--- src/rtl/iic_arb_pkg.sv ---
// Shared types and constants for the two-requester I2C/SCCB arbiter:
// FSM state encoding, bus field widths, the captured-request record and
// the default watchdog limit used when IIC_ARB_TIMEOUT_EN is defined.
package iic_arb_pkg;

    localparam int IIC_ADDR_W = 8;
    localparam int IIC_DATA_W = 8;

    // 2 ms at 25 MHz
    localparam logic [15:0] TIMEOUT_CYCLES_DEFAULT = 16'd50000;

    typedef enum logic [1:0] {
        ST_IDLE  = 2'd0,
        ST_ISSUE = 2'd1,
        ST_WAIT  = 2'd2,
        ST_DONE  = 2'd3
    } arb_state_t;

    // One requester's transaction as latched at its start pulse
    typedef struct packed {
        logic                  wr_rd_en;
        logic [IIC_ADDR_W-1:0] addr;
        logic [IIC_DATA_W-1:0] din;
        logic                  iic_main;
    } iic_req_t;

endpackage

--- src/rtl/iic_req_latch.sv ---
// Per-requester capture stage: a start pulse while idle latches the
// transaction fields and raises pending; pending stays up (and further
// starts are ignored) until the arbiter clears it at the end of DONE.
module iic_req_latch
    import iic_arb_pkg::*;
(
    input  logic     i_clk,
    input  logic     i_rst,
    input  logic     start,
    input  iic_req_t req_in,
    input  logic     clear,
    output logic     pending,
    output iic_req_t req
);

    logic     pending_reg;
    iic_req_t req_reg;

    // capture on start when idle; clear wins so a start in the finish cycle is dropped
    always_ff @(posedge i_clk) begin
        if (!i_rst) begin
            pending_reg <= 1'b0;
            req_reg     <= '0;
        end else if (clear) begin
            pending_reg <= 1'b0;
        end else if (start && !pending_reg) begin
            pending_reg <= 1'b1;
            req_reg     <= req_in;
        end
    end

    assign pending = pending_reg;
    assign req     = req_reg;

endmodule

--- config.mk ---
export PLATFORM = sky130hd
export DESIGN_NAME = iic_req_latch
export DESIGN_NICKNAME = d
export VERILOG_FILES = /design/src/rtl/iic_arb_pkg.sv /design/src/rtl/iic_req_latch.sv
export SDC_FILE = /design/constraint.sdc
export NUM_CORES = 1
export LEC_CHECK = 0
export ABC_CLOCK_PERIOD_IN_PS = 1380
export CORE_MARGIN = 8
export CORE_UTILIZATION = 37
export DETAILED_ROUTE_END_ITERATION = 6
export GPL_TIMING_DRIVEN = 0
export PLACE_DENSITY_LB_ADDON = 0.15
export SYNTH_ARGS = -nofsm -noshare
export SYNTH_HDL_FRONTEND = slang
export SYNTH_SLANG_ARGS = --single-unit
export TNS_END_PERCENT = 30
--- constraint.sdc ---
create_clock -name i_clk -period 1.38 [get_ports i_clk]
set_clock_uncertainty 0.1 [all_clocks]
set_input_delay 0.207 -clock i_clk [delete_from_list [all_inputs] [get_ports i_clk]]
set_output_delay 0.207 -clock i_clk [all_outputs]
set_load 0.05 [all_outputs]
**Word level (Yosys, flattened, before mapping)**

Cells that the tools add are included.

- Add/sub/neg operators: 0
- Multiply operators: 0
- Divide/modulo/power cells: 0
- $lt $le $gt $ge: 0
- Equal/unequal tests: 0
- Shift-type cells: 0
- Mux-type cells: 0
- Bitwise gates (word level): 2
- Reductions and logical operators: 4

Operators by type and width:

| kind | number |
|---|---|
| $not A1 Y1 | 2 |
| $reduce_and A2 Y1 | 1 |
| $reduce_or A2 Y1 | 1 |
| $logic_and A1 B1 Y1 | 1 |
| $logic_not A1 Y1 | 1 |

- Flip-flop bits (word level): 19
- Bits in latches: 0
- RAM bits: 0
- ROM bits: 0
- Memories kept: 0

**Longest topological paths before layout**

- Depth in word-level cells: 3
- Mapped depth: 4

**Worst setup path before layout**

OpenSTA, ideal clock, no wires.

- Kind: reg-to-reg
- From: register pending_reg, in the netlist pending
- To: register req_reg, in the netlist req[14]
- Arrival: 1.156 ns
- Required time: 1.162 ns
- Setup slack: 0.006 ns
- Cell stages (with the launch flop): 5
- Path buffers: 2
- Clock period less this slack: 1.374 ns
- Cell sequence: dfxtp_1 > nor3b_2 > buf_6 > buf_12 > mux2i_1

- Word-level cells in the longest chain between the ends: 3

Ends and longest elaborated chain:

| item | RTL line | text |
|---|---|---|
| start, declared | iic_req_latch.sv:16 | `logic pending_reg;` |
| start signal, assigned | iic_req_latch.sv:22 | `pending_reg <= 1'b0;` |
| start signal, assigned | iic_req_latch.sv:25 | `pending_reg <= 1'b0;` |
| start signal, assigned | iic_req_latch.sv:27 | `pending_reg <= 1'b1;` |
| $logic_not A1 Y1 | iic_req_latch.sv:26 | `end else if (start && !pending_reg) begin` |
| $logic_and A1 B1 Y1 | iic_req_latch.sv:26 |  |
| $reduce_and A2 Y1 (no source line) | -- |  |
| end signal, assigned | iic_req_latch.sv:28 | `req_reg <= req_in;` |
| end, declared | iic_req_latch.sv:17 | `iic_req_t req_reg;` |

No other way between the ends.
A chain may end at the register's enable or synchronous reset.

**Worst setup path in the final report**

- From: register req_reg, in the netlist req[12]
- To: output req[12] (netlist name)

RTL lines:

| item | RTL line | text |
|---|---|---|
| end, declared | iic_req_latch.sv:13 | `output iic_req_t req` |

No word-level cell between the ends.

==> impl_table.tex <==
\begin{tabular}{lr}
\hline
Metric & Value \\
\hline
\multicolumn{2}{l}{\textbf{Outcome}} \\
Result of the run & completed \\
\multicolumn{2}{l}{\textbf{Synthesis}} \\
Portion of synthesized cell area occupied by the leading cell type & between 40 and 50\% \\
Most frequent cell after synthesis & sky130\_fd\_sc\_hd\_\_nand2\_1 \\
Post-synthesis async set-or-reset flop share & 0\% \\
Synth top area cells & sky130\_fd\_sc\_hd\_\_dfxtp\_1, sky130\_fd\_sc\_hd\_\_mux2i\_1, sky130\_fd\_sc\_hd\_\_nand2\_1 \\
Cell taking the most area after synthesis & sky130\_fd\_sc\_hd\_\_dfxtp\_1 \\
Synthesized area per cell & 9.40 um2 \\
Register bit count reported by yosys & 19 \\
Sequential-to-total area share from yosys stat & 49.4\% \\
Area of the mapped netlist & between 700 and 800 um2 \\
Post-synth cell types & 9 \\
Post-synth EDFFs & 0 \\
Synthesized instance count & about 80 \\
Number of synthesis warnings & 0 \\
Net count after synthesis & around 100 \\
Dominant synthesized flop cell & sky130\_fd\_sc\_hd\_\_dfxtp\_1 \\
Commonest cells in the synthesized netlist & sky130\_fd\_sc\_hd\_\_nand2\_1, sky130\_fd\_sc\_hd\_\_dfxtp\_1, sky130\_fd\_sc\_hd\_\_mux2i\_1, sky130\_fd\_sc\_hd\_\_buf\_2 \\
\multicolumn{2}{l}{\textbf{Setup path}} \\
Required time of the critical path & about 1.1 ns \\
Sort of element at the end of the critical path & output pin \\
Number of buffers and inverters on the critical path & 1 \\
Crit path max-delay family & buffers and inverters \\
Sort of element at the start of the critical path & flip-flop \\
Standard cell with the maximum stage delay on the critical path & sky130\_fd\_sc\_hd\_\_clkdlybuf4s15\_2 \\
CP Class & reg -> out \\
Cell Chain, Critical Path & clkdlybuf4s15\_2 \\
Data arrival at the endpoint of the critical path & 1.01 ns \\
Peak per-stage delay on the critical path & around 0.38 ns \\
Maximum fanout along the worst path & 2 \\
\multicolumn{2}{l}{\textbf{STA}} \\
Crit path time final & around 1.3 ns \\
Crit path setup slack, layout & about 0.059 ns \\
Actual slew at the worst max-slew pin & about 0.29 ns \\
Final hold violations & 0 \\
Unrepaired setup endpoints after global routing & no \\
Max Clk Rate & around 760 MHz \\
Max\_slew headroom & about four fifths \\
Setup tns final & 0 ns \\
Number of setup violations in the final report & 0 \\
Final slew viol count & 0 \\
Share of the clock period used by the worst path & 95.7\% \\
\multicolumn{2}{l}{\textbf{Cells and area}} \\
Antenna Diode Count & 0 \\
Number of nets in the layout & 148 \\
Layout Area Growth over Synthesis & 57.0\% \\
Post-Layout Inst Area & 1210 um2 \\
Max reg flops & 18 \\
Share of layout cells above drive strength 1 & 23.2\% \\
\multicolumn{2}{l}{\textbf{Pwr}} \\
Share of total power consumed by net switching & slightly below 30\% \\
Clock network fraction of total power & approximately a quarter \\
Power per unit of standard cell area & $\sim$960 nW/um2 \\
Net switching power & $\sim$340 uW \\
Highest ir drop seen on vdd & slightly below 0.7 mV \\
Leakage & 0.489 nW \\
Internal power & 812 uW \\
Sequential group share of total power & 51.0\% \\
Proportion of power drawn by combinational gates & roughly a quarter \\
\multicolumn{2}{l}{\textbf{Die}} \\
Width of the chip & 61.6 um \\
Number of top-level pins & 41 \\
Starting utilization of the core area & between 30\% and 40\% \\
Die Footprint & 3800 um2 \\
Core area & a little under 2000 um2 \\
Die Ht & slightly above 60 um \\
\# rows & 16 \\
\multicolumn{2}{l}{\textbf{Place}} \\
Port buffer count & 39 \\
HPWL Detailed & between 1 and 1.5 mm \\
Cell area reported after detailed placement & 1190 um2 \\
Routability cong. & around 0.66 \\
Pre-CTS WS & -0.210 ns \\
\multicolumn{2}{l}{\textbf{Drt}} \\
WL/cell & between 10 and 15 um \\
Number of search-and-repair iterations in the first detailed-routing pass & 2 \\
Drt first-iter violations & 3 \\
Number of remaining DRC errors & 0 \\
Vias after detailed routing & roughly 680 \\
Final WL & 1.91 mm \\
Antenna Nets Post-Route & 0 \\
Via/cell ratio & approximately 4.5 \\
\multicolumn{2}{l}{\textbf{CTS}} \\
Latest clock arrival within the worst-skew pair & roughly 0.29 ns \\
Clock tree from TritonCTS & yes \\
Root Buffer Master & sky130\_fd\_sc\_hd\_\_clkbuf\_4 \\
Number of levels the H-tree was split into & 1 \\
Post-CTS Setup Inserts & 0 \\
Number of buffers created by CTS & 3 \\
Clock-pin slew reported for the worst setup and hold paths after clock tree synthesis & approximately 0.11 ns \\
Buffer levels on the longest clock path & 2 \\
Hold buffers post-CTS & 0 \\
Number of sinks driven by the clock tree & 19 \\
\multicolumn{2}{l}{\textbf{GRT}} \\
Grt total ovfl & 0 \\
Overall Global Routing Usage & a little over a tenth \\
Largest net degree at the start of global routing & 11 \\
Via count of the first global-routing pass & roughly 670 \\
Number of antenna violations at the first check in global routing & 0 \\
Wire length of the first global-routing pass & about 3.1 mm \\
\multicolumn{2}{l}{\textbf{Worst hold path}} \\
Path category of the worst min-delay check & in -> reg \\
\multicolumn{2}{l}{\textbf{Job}} \\
Max-capacitance violation count & 0 \\
\hline
\end{tabular}
layout by cell type (no fill, tap or decap):
| master | instances |
|---|---|
| sky130_fd_sc_hd__clkbuf_1 | 1 |
| sky130_fd_sc_hd__clkdlybuf4s50_1 | 20 |
| sky130_fd_sc_hd__nor3b_1 | 1 |
| sky130_fd_sc_hd__clkdlybuf4s18_2 | 3 |
| sky130_fd_sc_hd__clkbuf_4 | 3 |
| sky130_fd_sc_hd__clkbuf_2 | 1 |
| sky130_fd_sc_hd__mux2i_1 | 18 |
| sky130_fd_sc_hd__nor2_1 | 1 |
| sky130_fd_sc_hd__buf_2 | 8 |
| sky130_fd_sc_hd__nor3b_2 | 1 |
| sky130_fd_sc_hd__clkdlybuf4s15_2 | 11 |
| sky130_fd_sc_hd__buf_12 | 1 |
| sky130_fd_sc_hd__nand2_1 | 36 |
| sky130_fd_sc_hd__dfxtp_1 | 19 |
| sky130_fd_sc_hd__buf_6 | 1 |
worst register-to-register path: stages, from the launching register on:
cell	delay, ns
sky130_fd_sc_hd__dfxtp_1	0.35
sky130_fd_sc_hd__nor3b_2	0.20
sky130_fd_sc_hd__buf_6	0.19
sky130_fd_sc_hd__buf_12	0.16
sky130_fd_sc_hd__mux2i_1	0.20
power by group through the flow:
stage	logic (mW)	registers, mW	clock network, mW
finish	0.289	0.590	0.277
global route	0.305	0.594	0.329
CTS	0.296	0.591	0.290
detailed placement	0.305	0.603	0
global placement	0.301	0.601	0
floorplan	0.0792	0.700	0
stage by stage:
stage	hold slack (ns)	util (%)	std cells	total power, mW
after CTS	0.139	63.1	152	1.18
final	0.143	61.7	152	1.16
after detailed placement	0.347	60.9	148	0.908
after global routing	0.130	61.7	152	1.23
after global placement	0.341	60.9	148	0.903
after floorplan	0.183	-	82	0.779
layout make-up:
| type | count | area [um2] |
|---|---|---|
| fillers | 212 | 752 |
| flip-flops and latches | 19 | 380 |
| repair buffers | 39 | 379 |
| multi-input cells | 57 | 339 |
| plain buffers | 6 | 51.3 |
| well taps | 27 | 33.8 |
| clock buffers | 4 | 26.3 |
timing repair:
action,4_1_cts,5_1_grt
resized for setup,58,10
endpoints found under the setup margin,19,7
pin swaps,0,0
final timing paths:
check	endpoint	slack (ns)	cells after the start	from
setup / recovery	req[12]	0.06	1	req[12]$_SDFFE_PN0P_
hold / removal	req[11]$_SDFFE_PN0P_	0.14	3	i_rst
setup reg to reg	req[9]$_SDFFE_PN0P_	0.13	4	pending$_SDFFE_PP0P_
hold reg to reg	req[14]$_SDFFE_PN0P_	0.36	2	req[14]$_SDFFE_PN0P_
logic make-up after synthesis:
family / after synthesis / synth area share, %
buffers and inverters: 6 / 6.66
DFF: 19 / 49.4
and+or+nand+nor: 39 / 20.6
muxes: 18 / 23.4
routing by layer:
layer  vias to the layer above  global-route usage, %  share of wire [%]
li1                        348                      -                  -
met1                       302                   12.9                 42
met2                        23                   16.8                 48
met3                         4                   3.55                7.9
met4                         0                   5.84                1.8
met5                         -                      0                  0
Power figures use the tool's default switching activity.
